File: config.mk
export PLATFORM = sky130hd
export DESIGN_NAME = demod_carrier_ctrl
export DESIGN_NICKNAME = d
export VERILOG_FILES = /design/src/rtl/demod_pkg.sv /design/src/rtl/demod_err_acc.sv /design/src/rtl/demod_carrier_ctrl.sv
export SDC_FILE = /design/constraint.sdc
export NUM_CORES = 1
export LEC_CHECK = 0
export ABC_CLOCK_PERIOD_IN_PS = 3300
export CORE_MARGIN = 2
export CORE_UTILIZATION = 39
export CTS_BUF_LIST = sky130_fd_sc_hd__clkbuf_2 sky130_fd_sc_hd__clkbuf_4 sky130_fd_sc_hd__clkbuf_8
export DETAILED_ROUTE_END_ITERATION = 16
export PLACE_DENSITY_LB_ADDON = 0.15
export SLEW_MARGIN = 20
export SYNTH_ARGS = -nofsm -noshare
export SYNTH_HDL_FRONTEND = slang
export SYNTH_SLANG_ARGS = --single-unit
File: constraint.sdc
create_clock -name clk -period 3.3 [get_ports clk]
set_input_delay 0.66 -clock clk [delete_from_list [all_inputs] [get_ports clk]]
set_output_delay 0.66 -clock clk [all_outputs]
set_load 0.01 [all_outputs]
File: src/rtl/demod_pkg.sv
// demod_pkg: definitions shared by the carrier-recovery controller and its
// error accumulator.
//   ERR_W   : width of the signed phase-error sample from the mixer products
//   state_e : controller states (IDLE parked, ACQ acquiring, TRACK locked)
package demod_pkg;

  localparam int ERR_W = 8;

  typedef enum logic [1:0] {
    IDLE  = 2'd0,
    ACQ   = 2'd1,
    TRACK = 2'd2
  } state_e;

endpackage

File: src/rtl/demod_err_acc.sv
// demod_err_acc: accumulate-and-dump window over 2^WIN_LOG2 accepted
// phase-error samples.
//   clk, rst_n : clock (rising edge), asynchronous active-low reset
//   clr        : discard the partial window (accumulator and count to 0)
//   take       : accept err this cycle
//   err        : signed phase-error sample
//   sum        : accumulated sum including the sample being accepted now
//   done       : high in the cycle that accepts the last sample of a window;
//                sum is the complete window sum in that cycle
module demod_err_acc
  import demod_pkg::*;
#(
  parameter int WIN_LOG2 = 4
) (
  input  logic                              clk,
  input  logic                              rst_n,
  input  logic                              clr,
  input  logic                              take,
  input  logic [ERR_W-1:0]                  err,
  output logic signed [ERR_W+WIN_LOG2-1:0]  sum,
  output logic                              done
);

  localparam int AW = ERR_W + WIN_LOG2;

  logic signed [AW-1:0]   acc_q, acc_d;
  logic [WIN_LOG2-1:0]    cnt_q, cnt_d;

  always_comb begin
    // AW bits hold 2^WIN_LOG2 full-scale samples, so the sum can never wrap.
    sum   = acc_q + {{WIN_LOG2{err[ERR_W-1]}}, err};
    done  = take && (cnt_q == {WIN_LOG2{1'b1}});
    acc_d = acc_q;
    cnt_d = cnt_q;
    if (clr) begin
      acc_d = '0;
      cnt_d = '0;
    end else if (take) begin
      if (done) begin
        acc_d = '0;
        cnt_d = '0;
      end else begin
        acc_d = sum;
        cnt_d = cnt_q + WIN_LOG2'(1);
      end
    end
  end

  always_ff @(posedge clk or negedge rst_n) begin
    if (!rst_n) begin
      acc_q <= '0;
      cnt_q <= '0;
    end else begin
      acc_q <= acc_d;
      cnt_q <= cnt_d;
    end
  end

endmodule

File: src/rtl/demod_carrier_ctrl.sv
// demod_carrier_ctrl: carrier-recovery lock controller. Windows of phase-error
// samples are summed; a strongly positive/negative window steers the VCO
// phase-offset select v, and LOCK_WINS consecutive in-band windows declare lock.
//   clk, rst_n : clock (rising edge), asynchronous active-low reset
//   en         : 1 runs the loop, 0 parks the controller in IDLE
//   err_valid  : qualifies err for one cycle
//   err        : signed phase-error sample
//   v          : registered phase-offset select to the VCO advance input
//   locked     : registered, 1 only in TRACK
//   win_done   : registered one-cycle pulse per window evaluation
//   slip_cnt   : (only with DEMOD_CTRL_STATS_EN) saturating count of v changes
// Optional build macro: DEMOD_CTRL_STATS_EN adds slip_cnt and its counter.
module demod_carrier_ctrl
  import demod_pkg::*;
#(
  parameter int WIN_LOG2  = 4,
  parameter int THRESH    = 64,
  parameter int LOCK_WINS = 4
) (
  input  logic             clk,
  input  logic             rst_n,
  input  logic             en,
  input  logic             err_valid,
  input  logic [ERR_W-1:0] err,
  output logic             v,
  output logic             locked,
  output logic             win_done
`ifdef DEMOD_CTRL_STATS_EN
  ,
  output logic [7:0]       slip_cnt
`endif
);

  localparam int AW = ERR_W + WIN_LOG2;
  localparam int GW = $clog2(LOCK_WINS + 1);
  localparam logic signed [AW-1:0] THR_POS = AW'(THRESH);
  localparam logic signed [AW-1:0] THR_NEG = -THR_POS;

  state_e              state_q, state_d;
  logic                v_q, v_d;
  logic                locked_q, locked_d;
  logic                win_done_q, win_done_d;
  logic [GW-1:0]       good_q, good_d;
  logic [GW-1:0]       good_inc;

  logic                active;
  logic                take;
  logic                acc_done;
  logic signed [AW-1:0] acc_sum;
  logic                above, below, in_band;

  // Samples are only accepted while running; any other cycle (IDLE, or the
  // cycle en drops) clears the partial window.
  assign active = (state_q != IDLE) && en;
  assign take   = active && err_valid;

  demod_err_acc #(
    .WIN_LOG2 (WIN_LOG2)
  ) u_acc (
    .clk   (clk),
    .rst_n (rst_n),
    .clr   (!active),
    .take  (take),
    .err   (err),
    .sum   (acc_sum),
    .done  (acc_done)
  );

  // |sum| == THRESH counts as in-band.
  assign above   = acc_sum > THR_POS;
  assign below   = acc_sum < THR_NEG;
  assign in_band = !above && !below;

  // Good-window count saturates at LOCK_WINS; staying in TRACK needs no more.
  assign good_inc = (good_q >= GW'(LOCK_WINS)) ? good_q : good_q + GW'(1);

  always_comb begin
    state_d    = state_q;
    v_d        = v_q;
    good_d     = good_q;
    win_done_d = acc_done;
    unique case (state_q)
      IDLE: begin
        if (en) state_d = ACQ;
      end
      ACQ, TRACK: begin
        if (!en) begin
          state_d = IDLE;
          good_d  = '0;
        end else if (acc_done) begin
          if (above) v_d = 1'b1;
          if (below) v_d = 1'b0;
          if (in_band) begin
            good_d = good_inc;
            if (good_inc >= GW'(LOCK_WINS)) state_d = TRACK;
          end else begin
            good_d  = '0;
            state_d = ACQ;
          end
        end
      end
      default: begin
        state_d = IDLE;
        good_d  = '0;
      end
    endcase
    locked_d = (state_d == TRACK);
  end

  always_ff @(posedge clk or negedge rst_n) begin
    if (!rst_n) begin
      state_q    <= IDLE;
      v_q        <= 1'b0;
      locked_q   <= 1'b0;
      win_done_q <= 1'b0;
      good_q     <= '0;
    end else begin
      state_q    <= state_d;
      v_q        <= v_d;
      locked_q   <= locked_d;
      win_done_q <= win_done_d;
      good_q     <= good_d;
    end
  end

  assign v        = v_q;
  assign locked   = locked_q;
  assign win_done = win_done_q;

`ifdef DEMOD_CTRL_STATS_EN
  logic [7:0] slip_q, slip_d;

  always_comb begin
    slip_d = slip_q;
    if ((v_d != v_q) && (slip_q != 8'hFF)) slip_d = slip_q + 8'd1;
  end

  always_ff @(posedge clk or negedge rst_n) begin
    if (!rst_n) slip_q <= 8'd0;
    else        slip_q <= slip_d;
  end

  assign slip_cnt = slip_q;
`endif

endmodule
==> metrics.txt <==
# TYPE chip_impl_metric gauge
chip_impl_metric{name="grt_pass1_vias",unit=""} 1653
chip_impl_metric{name="grt-ovfl-total",unit=""} 0
chip_impl_metric{name="finish.net_count",unit=""} 262
chip_impl_metric{name="stdcell_count",unit=""} 286
chip_impl_metric{name="post-route-period-util",unit="%"} 96.4
chip_impl_metric{name="drt_iter0_drc",unit=""} 72
chip_impl_metric{name="drt_wl_total",unit="um"} 4500
chip_impl_info{name="unrepaired_setup_endpoints_after_global_routing",value="no"} 1
chip_impl_metric{name="syn-num-nets",unit=""} 226
chip_impl_metric{name="clk_latency_worst_skew_pair",unit="ps"} 270
chip_impl_metric{name="vias",unit=""} 1684
chip_impl_metric{name="post_drt_via_cell_ratio",unit=""} 5.89
chip_impl_metric{name="routabilityCongestion",unit=""} 0.928
chip_impl_metric{name="final_period_minus_worst_setup_slack",unit="ps"} 3180
chip_impl_info{name="endpoint_kind",value="flop"} 1
chip_impl_metric{name="cts.htree.levels",unit=""} 1
chip_impl_metric{name="max_slew_headroom",unit="%"} 68.6
chip_impl_metric{name="design.die.area",unit="mm2"} 0.00532
chip_impl_info{name="netlist.top_cell.by_area",value="dfrtp_1"} 1
chip_impl_metric{name="setup_viol",unit=""} 0
chip_impl_metric{name="synth_area",unit="mm2"} 0.00185
chip_impl_metric{name="numCtsBuffers",unit=""} 3
chip_impl_metric{name="max_cap_viol",unit=""} 0
chip_impl_metric{name="postCtsHoldBufs",unit=""} 0
chip_impl_metric{name="pwr_density_cell",unit="mW/mm2"} 480
chip_impl_metric{name="synth.top_cell.area_share",unit="%"} 32.4
chip_impl_info{name="dominant_synthesized_flop_cell",value="dfrtp_1"} 1
chip_impl_metric{name="finalSetupTns",unit="ps"} 0
chip_impl_metric{name="design.portCount",unit=""} 15
chip_impl_metric{name="sequential_cell_area_fraction_in_the_yosys_report",unit="%"} 32.4
chip_impl_info{name="synth_top_cells_by_count",value="24 x dfrtp_1, 16 x ha_1, 15 x nor2_1"} 1
chip_impl_metric{name="layout-drive-gt1-share",unit="%"} 17.7
chip_impl_metric{name="post-place-cells",unit=""} 282
chip_impl_metric{name="max_stage_delay",unit="ps"} 410
chip_impl_info{name="hp-class",value="flop to flop"} 1
chip_impl_metric{name="reg_clk_slew_reported_paths",unit="ps"} 100
chip_impl_metric{name="route.detailed.wl_per_inst",unit="um"} 15.7
chip_impl_metric{name="asyncSetResetFlopFracSynth",unit="%"} 100
chip_impl_metric{name="global_route.usage.total",unit="%"} 17.9
chip_impl_metric{name="floorplan.rows",unit=""} 25
chip_impl_metric{name="crit_path_max_fanout",unit=""} 4
chip_impl_info{name="synthMostInstantiatedCell",value="dfrtp_1"} 1
chip_impl_metric{name="drt_drc_violations_left",unit=""} 0
chip_impl_metric{name="wire_length_of_the_first_global_routing_pass",unit="um"} 7530
chip_impl_metric{name="worst_hold_slack",unit="ps"} 493
chip_impl_metric{name="initial_core_util",unit="%"} 39.8
chip_impl_metric{name="timing.final.ws_setup",unit="ps"} 120
chip_impl_metric{name="postCtsResizedCells",unit=""} 0
chip_impl_metric{name="n_antenna_cell",unit=""} 0
chip_impl_metric{name="port_buffers",unit=""} 14
chip_impl_metric{name="core",unit="mm2"} 0.00466
chip_impl_metric{name="syn_to_final_growth",unit="%"} 24.5
chip_impl_metric{name="clock_sink_count",unit=""} 24
chip_impl_metric{name="drt_pass1_iterations",unit=""} 4
chip_impl_info{name="crit_path_start_kind",value="primary input"} 1
chip_impl_metric{name="cts_setup_buffers",unit=""} 0
chip_impl_metric{name="synth_cell_types",unit=""} 56
chip_impl_metric{name="worst_slew_pin_slew",unit="ps"} 470
chip_impl_metric{name="max_freq",unit="MHz"} 314
chip_impl_metric{name="drtAntennaViolNets",unit=""} 0
chip_impl_metric{name="chipWidth",unit="um"} 73.0
chip_impl_metric{name="finalHoldViolCount",unit=""} 0
chip_impl_metric{name="grt_start_max_net_pins",unit=""} 25
chip_impl_info{name="cts_tree",value="yes"} 1
chip_impl_info{name="timing.setup.critical_path_class",value="primary input to flop"} 1
chip_impl_metric{name="netlist_instances",unit=""} 197
chip_impl_metric{name="floorplan.die.height",unit="um"} 73.0
chip_impl_metric{name="critPathArrivalTime",unit="ps"} 3340
chip_impl_metric{name="power_leakage",unit="uW"} 0.00101
chip_impl_metric{name="timing.final.max_slew_violations",unit=""} 0
chip_impl_metric{name="detailed_place_hpwl",unit="um"} 3370
chip_impl_metric{name="yosysWarningCount",unit=""} 0
chip_impl_metric{name="fin_worst_skew",unit="ps"} 7.25
chip_impl_metric{name="largest_buffer_count_on_any_clock_path",unit=""} 2
chip_impl_metric{name="syn_avg_cell_area",unit="um2"} 9.41
chip_impl_metric{name="peakVddDrop",unit="mV"} 0.246
chip_impl_info{name="timing.critical_path.slowest_stage_cell",value="clkdlybuf4s50_1"} 1
chip_impl_metric{name="synth-edff-count",unit=""} 0
chip_impl_metric{name="yosys_register_bits",unit=""} 24
chip_impl_metric{name="post-place-ws",unit="ps"} -214
chip_impl_info{name="root_buffer_cell",value="clkbuf_8"} 1
chip_impl_metric{name="critPathRequiredTime",unit="ps"} 3460
chip_impl_info{name="worstPathCellList",value="clkdlybuf4s50_1 > ha_1 > fa_1 > a21o_1 > a221oi_2 > xnor2_2 > nand3b_1 > and4bb_4 > a22oi_2 > a2111oi_2"} 1
chip_impl_info{name="synth_area_leaders",value="dfrtp_1 32%, ha_1 11%, a22o_1 4.3%, a21oi_1 3.8%, nor2_1 3.0%"} 1
chip_impl_metric{name="fin_total_pwr",unit="uW"} 1110
chip_impl_metric{name="number_of_antenna_violations_at_the_first_check_in_global_routing",unit=""} 0
chip_impl_info{name="outcome",value="finished, final reports clean"} 1
## cell usage in the layout, fill, tap and decap left out, types with 4 or more instances in the layout
| cell type | n |
|---|---|
| dfrtp_1 | 24 |
| buf_4 | 22 |
| ha_1 | 16 |
| nor2_1 | 15 |
| a21oi_1 | 14 |
| clkdlybuf4s50_1 | 14 |
| nand2_1 | 13 |
| o21ai_0 | 10 |
| a22o_1 | 9 |
| inv_1 | 6 |
| a211oi_1 | 6 |
| and2_1 | 5 |
| o21a_1 | 4 |
| xnor2_1 | 4 |
| xor2_1 | 4 |
## per-stage QoR
step                      util (%)  instance area (um2)
final                         49.5                 2310
after floorplan                  -                 1850
after global placement        47.3                 2210
after CTS                     48.9                 2280
after detailed placement      47.3                 2210
after global routing          49.5                 2310
## power by group
group	switching [uW]	internal [uW]
sequential	24.9	323
clock	102	162
combinational	265	231
total	392	716
## sequential cells by signal (all words and copies together), names as in the netlist
register	count
win_done	1
v	1
u_acc.cnt_q	4
u_acc.acc_q	12
state_q	2
locked	1
good_q	3
## logic make-up after synthesis
| group | count (synthesis) | synth area share [%] |
|---|---|---|
| and+or+nand+nor | 57 | 16.4 |
| DFF | 24 | 32.4 |
| adders and majority gates | 17 | 11.9 |
| xor gates and xnor gates | 9 | 4.25 |
| muxes | 2 | 1.08 |
| AOI/OAI and AO/OA | 77 | 31.6 |
| buffers and inverters | 11 | 2.36 |
## layout make-up
cell class / instances / area (um2)
multi-input combinational: 162 / 1240
tap: 54 / 67.6
timing repair buffer: 36 / 305
inverter: 6 / 22.5
sequential: 24 / 601
fill: 434 / 2350
clock inverter: 1 / 30.0
clock buffer: 3 / 41.3
## per-layer routing
| metal | routed length [um] | share of wire [%] | GRT usage, % | vias to the layer above |
|---|---|---|---|---|
| met5 | 0 | 0 | 0 | - |
| met4 | 34 | 0.76 | 4.12 | 0 |
| met3 | 175 | 3.9 | 3.31 | 4 |
| met2 | 2300 | 51 | 32.3 | 42 |
| met1 | 1990 | 44 | 21.9 | 811 |
| li1 | - | - | - | 827 |
## worst max-delay path, delay by kind of cell
kind	cells	cell delay, ps
buffers and inverters	1	410
AO/OA/AOI/OAI	4	970
XOR/XNOR	1	180
AND/OR/NAND/NOR	2	500
adder cells (fa/ha/maj)	2	630
## worst paths after layout
check / from / end / slack [ps] / cells after the start
min in group asynchronous: rst_n / u_acc.acc_q[0] / 740 / 2
worst max register to register: u_acc.acc_q[0] / locked / 530 / 9
max in group asynchronous: rst_n / v / 2310 / 2
worst min register to register: u_acc.cnt_q[3] / u_acc.cnt_q[3] / 490 / 1
worst min-delay path: u_acc.cnt_q[3] / u_acc.cnt_q[3] / 490 / 1
worst max-delay path: err[0] / locked / 120 / 10
(Power assumes the default switching activity.)
==> variant 1 (same settings) <==
`LOCK_WINS`: 4 -> 8.
--- a/src/rtl/demod_carrier_ctrl.sv
+++ b/src/rtl/demod_carrier_ctrl.sv
@@ -15,7 +15,7 @@
 #(
   parameter int WIN_LOG2  = 4,
   parameter int THRESH    = 64,
-  parameter int LOCK_WINS = 4
+  parameter int LOCK_WINS = 8
 ) (
   input  logic             clk,
   input  logic             rst_n,
Behaviour: no difference found for any inputs over 10 cycles, from zero or initial values and one cycle with rst_n low; that may be too few to reach the edited logic, so the function may still have changed.
==> variant 1 against the unedited design <==
Total power grew 12%; sequential power grew 8.0%; non-clock buffer count grew 24; wire length grew 9.9%; design area grew 16%; worst setup slack lost 0.00053 ns; sequential share of layout area shrank 2.6 points; synthesized area grew 8.7%; sequential cell count grew 1; critical endpoint unchanged; largest cell class unchanged; largest power group unchanged.
==> variant 1: results (changes against the unedited design) <==
outcome:
  outcome: "complete, no violations"
sta:
  skew_ns: 0.0125  # +0.00525 ns
  relSlewSlack_pct: 74.2  # +5.5 points
global_routing:
  grt_max_degree: 26  # +4.0%
  grtUsageMet2_pct: 31.5  # -0.81 points
  grt_util_met1_pct: 25.0  # +3.1 points
  grt.total_usage_pct: 18.6  # +0.74 points
  grt_pass1_wl_mm: 8.16  # +8.3%
  use_met3_pct: 3.70  # +0.39 points
  first_global_vias: 1785  # +8.0%
  antenna_found_initial: 0  # unchanged
placed_design:
  place_ws_ns: -0.497  # -0.283 ns
  dp.final_hpwl_mm: 3.88  # +15%
  place.port_buffers: 14  # unchanged
  place_congestion: 0.819  # -12%
min_path:
  hp-class: "reg2reg"
clock_tree:
  htree_levels: 1  # unchanged
  clock_path_buffers: 2  # unchanged
  cts_buffers: 3  # unchanged
  cts.clk_slew.worst_paths_ns: 0.09
  cts_root_buffer: "clkbuf_8"
  clock_latency_ns: 0.27  # about the same
power:
  swShare_pct: 37.9  # +2.5 points
  vdd_drop_max_mv: 0.233  # -5.6%
  cellLeakagePower_uw: 0.00118  # +16%
final_layout:
  final_layout_size_suffix_gt1_share_pct: 25.3  # +7.6 points
  nNetsFinal: 319  # +22%
  largest_registers: "u_acc.acc_q: 12 flops, good_q: 4 flops, u_acc.cnt_q: 4 flops"
  fill_cells: 471  # +8.5%
  antenna_cells: 0  # unchanged
yosys:
  synth_area_leaders: "dfrtp_1 (31%), ha_1 (9.9%), a21oi_1 (4.2%)"
  async_reset_ff_share_pct: 100  # unchanged
  synthTopCellsByCount: "dfrtp_1 (25), nand2_1 (22), a21oi_1 (17), nor2_1 (17), ha_1 (16)"
  ys_seq_area_share_pct: 31.0  # -1.4 points
  synth_cell_type_count: 57  # +1.8%
  syn-num-nets: 262  # +16%
  yosys_warnings: 0  # unchanged
critical_path:
  crit_family: "simple AND/OR/NAND/NOR gates"
  cpMaxStageDelayCell: "or4b_4"
  max_stage_delay_ns: 0.50  # +0.09 ns
  cp.arrival_ns: 3.36  # +0.02 ns
  path_max_fanout: 5  # +1
detailed_routing:
  drt_wl_total_mm: 4.95  # +9.9%
  dr.pass1.iters: 4  # unchanged
  vias_per_cell: 5.28  # -10%
  initialDrtViolationCount: 52  # -28%
[variant 1: cell types whose count changed in the layout (fill, tap and decap cells not counted), sizes merged, moves of 4 or more]
cell,change
inv,+9
a211oi,-4
buf,+24
a31oi,+4
nand3,+4
nand2,+8
a221oi,-4
[variant 1: final cells by class]
class / count / area (µm²) / share of cell area (%)
clock buffer: 3 / 41.3 / 1.55
sequential: 25 / 626 / 23.5
inverter: 15 / 56.3 / 2.11
tap: 70 / 87.6 / 3.28
timing repair buffer: 60 / 479 / 18.0
multi-input combinational: 185 / 1370 / 51.4
clock inverter: 1 / 5.00 / 0.188
[variant 1: stage by stage]
step	hold slack (ns)	std cells	area, µm²	utilization [%]	power [µW]
floorplan	0.364	233	2020	-	757
global placement	0.497	353	2540	50.4	1020
detailed placement	0.499	353	2540	50.4	1020
CTS	0.527	357	2630	52.2	1230
global route	0.555	359	2670	52.9	1340
finish	0.522	359	2670	52.9	1240
[variant 1: cell families (layout without fill, tap and decap cells)]
logic type / Yosys count / count (layout) / share of synthesized area, %
compound gates: 74 / 74 / 26.6
xor+xnor: 6 / 6 / 2.61
fa+ha+maj: 17 / 17 / 10.9
buf+inv: 23 / 79 / 4.28
flops: 25 / 25 / 31.0
mux: 3 / 3 / 1.49
simple gates: 85 / 85 / 23.0
[variant 1: worst reg2reg max path, stage by stage, from the launching register on]
cell,delay (ns)
dfrtp_1,0.38
ha_2,0.20
inv_2,0.04
fa_2,0.37
xnor2_2,0.16
or3b_1,0.37
or4b_4,0.56
a2111oi_4,0.33
and4bb_4,0.33
nor2_4,0.06
a211oi_2,0.20
[variant 1: power by group through the flow]
stage	clock [µW]	sequential [µW]	combinational, µW
final	182	376	681
after global routing	200	382	761
after CTS	192	376	660
after detailed placement	0	381	641
after global placement	0	381	638
after floorplan	0	374	383
[variant 1: metal layers]
metal	share of wire [%]	vias up	routed length, µm
met3	2.9	6	144
met5	0	-	0
li1	-	988	-
met4	0.77	0	38
met2	49	21	2410
met1	48	881	2350
[variant 1: worst paths after layout]
path / startpoint / end / slack (ns) / cells past startpoint
worst max-delay path: err[3] / locked / 0.12 / 10
worst min-delay path: u_acc.acc_q[4] / u_acc.acc_q[4] / 0.52 / 2
worst max register to register: u_acc.acc_q[0] / locked / 0.22 / 10
worst min register to register: u_acc.acc_q[4] / u_acc.acc_q[4] / 0.52 / 2
max in group asynchronous: rst_n / u_acc.acc_q[11] / 2.30 / 2
min in group asynchronous: rst_n / u_acc.acc_q[5] / 0.74 / 2
[variant 1: repair_timing]
item                       CTS  global route
resized for setup           13            11
hold endpoints to repair     0             0
setup endpoints to repair    8             8
buffers inserted             0             2
pin swaps                   13            10
==> variant 2 (config.mk and constraints unchanged) <==
Made on the original files. Re-encode `state_e` (3 states) as one-hot, 3 bits wide.
--- a/src/rtl/demod_pkg.sv
+++ b/src/rtl/demod_pkg.sv
@@ -6,10 +6,10 @@
 
   localparam int ERR_W = 8;
 
-  typedef enum logic [1:0] {
-    IDLE  = 2'd0,
-    ACQ   = 2'd1,
-    TRACK = 2'd2
+  typedef enum logic [2:0] {
+    IDLE  = 3'b001,
+    ACQ   = 3'b010,
+    TRACK = 3'b100
   } state_e;
 
 endpackage
Formal check against the unedited RTL: no difference found for any inputs over 10 cycles, from zero or initial values and one cycle with rst_n low; not proved beyond that.
==> variant 2 against the unedited design <==
Critical endpoint is now good_q[1]; total power shrank 25%; synthesized area shrank 6.9%; sequential cell count grew 1; worst setup slack better by 0.011 ns; wire length fell by 7.2%; combinational power decreased by 38%; highest routed layer unchanged; utilization grew 2.4 points; design area down 2.8%.
==> variant 2: results (changes against the unedited design) <==
critical_path:
  crit_family: "compound AO/OA/AOI/OAI gates"
  reg2regPathDepth: 11  # +2
  cpMaxStageDelayCell: "clkdlybuf4s50_1"
  cp.arrival_ns: 3.36  # +0.02 ns
  timing.rr.start: "u_acc.acc_q[0]"
  regToRegSetupSlack_ns: 0.37  # -0.16 ns
  path_max_fanout: 8  # +4
  r2r-end: "good_q[1]"
  max_stage_delay_ns: 0.42
yosys:
  ys_seq_area_share_pct: 36.3  # +3.9 points
  async_reset_ff_share_pct: 100  # unchanged
  syn-num-nets: 208  # -8.0%
  synth_cell_type_count: 49  # -13%
  synth_area_leaders: "dfrtp_1 (35%), ha_1 (10%), a22o_1 (3.6%)"
  synthTopCellsByCount: "dfrtp_1 (24), nor2_1 (16), ha_1 (14)"
min_path:
  hold_path_end: "u_acc.acc_q[7]"
  hold_path_depth: 1  # unchanged
  hp-class: "reg2reg"
  min_from: "u_acc.acc_q[7]"
final_layout:
  final_layout_size_suffix_gt1_share_pct: 24.9  # +7.2 points
  nNetsFinal: 257  # -1.9%
  largest_registers: "u_acc.acc_q: 12 flops, u_acc.cnt_q: 4 flops"
  antenna_cells: 0  # unchanged
  fill_cells: 426  # -1.8%
global_routing:
  grt_max_degree: 26  # +4.0%
  grtUsageMet2_pct: 30.0  # -2.3 points
  grt.total_usage_pct: 17.4  # -0.42 points
  antenna_found_initial: 0  # unchanged
  use_met3_pct: 3.85  # +0.53 points
  grt_util_met1_pct: 22.9  # +1.1 points
  grt_pass1_wl_mm: 7.04  # -6.4%
  first_global_vias: 1536  # -7.1%
placed_design:
  place.port_buffers: 14  # unchanged
  place_congestion: 0.924  # -0.46%
  place_ws_ns: -0.333  # -0.120 ns
  dp.final_hpwl_mm: 3.35  # -0.49%
sta:
  tightest_slew_ns: 0.434  # -0.0364 ns
  hold_slack_ns: 0.524  # +0.0313 ns
  skew_ns: 0.00508  # -0.00217 ns
clock_tree:
  clock_path_buffers: 2  # unchanged
  clock_latency_ns: 0.26
  cts_root_buffer: "clkbuf_8"
  cts.clk_slew.worst_paths_ns: 0.08  # -0.02 ns
  cts_buffers: 3  # unchanged
detailed_routing:
  dr.pass1.iters: 4  # unchanged
  vias_per_cell: 5.80  # -1.5%
  drt_wl_total_mm: 4.18  # -7.2%
  initialDrtViolationCount: 65  # -9.7%
power:
  cellLeakagePower_uw: 0.00104  # +2.5%
  vdd_drop_max_mv: 0.205  # -17%
outcome:
  outcome: "complete, no violations"
[variant 2: changes by cell type after synthesis, moves of 3 or more]
cell,delta
a211oi_1,-4
a221oi_1,-4
o21a_1,-4
and2_1,-4
nand3_1,+6
nand4_1,+6
nor2b_1,-3
a21oi_1,-5
[variant 2: power by group]
part / total (µW) / internal (µW) / switching (µW) / leakage, µW
logic: 306 / 155 / 152 / 0.000673
clock network: 182 / 94.3 / 88.0 / 0.0000262
registers: 339 / 324 / 15.5 / 0.000340
total: 828 / 573 / 255 / 0.00104
[variant 2: per-stage QoR]
stage / TNS [ns] / power (µW) / instance area [µm²] / utilization (%) / instances
global route: -0.0101 / 886 / 2240 / 51.9 / 281
detailed placement: -1.72 / 639 / 2150 / 49.7 / 275
finish: 0 / 828 / 2240 / 51.9 / 281
CTS: 0 / 828 / 2210 / 51.1 / 280
floorplan: 0 / 511 / 1730 / - / 181
global placement: -1.15 / 630 / 2150 / 49.7 / 275
[variant 2: cells by family after synthesis]
group,synth area share (%)
AOI/OAI and AO/OA,25.6
xor gates and xnor gates,5.07
adders and majority gates,11.3
buffers and inverters,2.54
DFF,36.3
muxes,2.46
and+or+nand+nor,16.7
[variant 2: cell type report]
| class | instances | area share, % |
|---|---|---|
| flip-flops and latches | 25 | 27.9 |
| repair buffers | 49 | 18.1 |
| clock buffers | 4 | 2.18 |
| well taps | 52 | 2.90 |
| multi-input cells | 147 | 48.2 |
| inverters | 4 | 0.669 |
[variant 2: per-layer routing]
metal / wire (µm) / part of all wire [%]
met5: 0 / 0
met4: 50 / 1.2
met3: 134 / 3.2
met2: 2090 / 50
met1: 1910 / 46
[variant 2: worst max-delay path by stage]
stage	start	to	slack, ns	depth (start not counted)
global placement	err[0]	good_q[1]	-0.23	11
CTS	err[0]	good_q[1]	0.02	12
global route	err[7]	good_q[1]	-0.006	10
finish	err[4]	good_q[1]	0.13	11
detailed placement	err[0]	good_q[1]	-0.33	11
floorplan	err[0]	good_q[0]	0.27	10
[variant 2: repair_timing]
| action | CTS | global route |
|---|---|---|
| resized for setup | 1 | 5 |
| endpoints found under the hold margin | 0 | 0 |
| setup buffers | 1 | 1 |
| setup endpoints to repair | 3 | 6 |
| pin swaps | 1 | 9 |
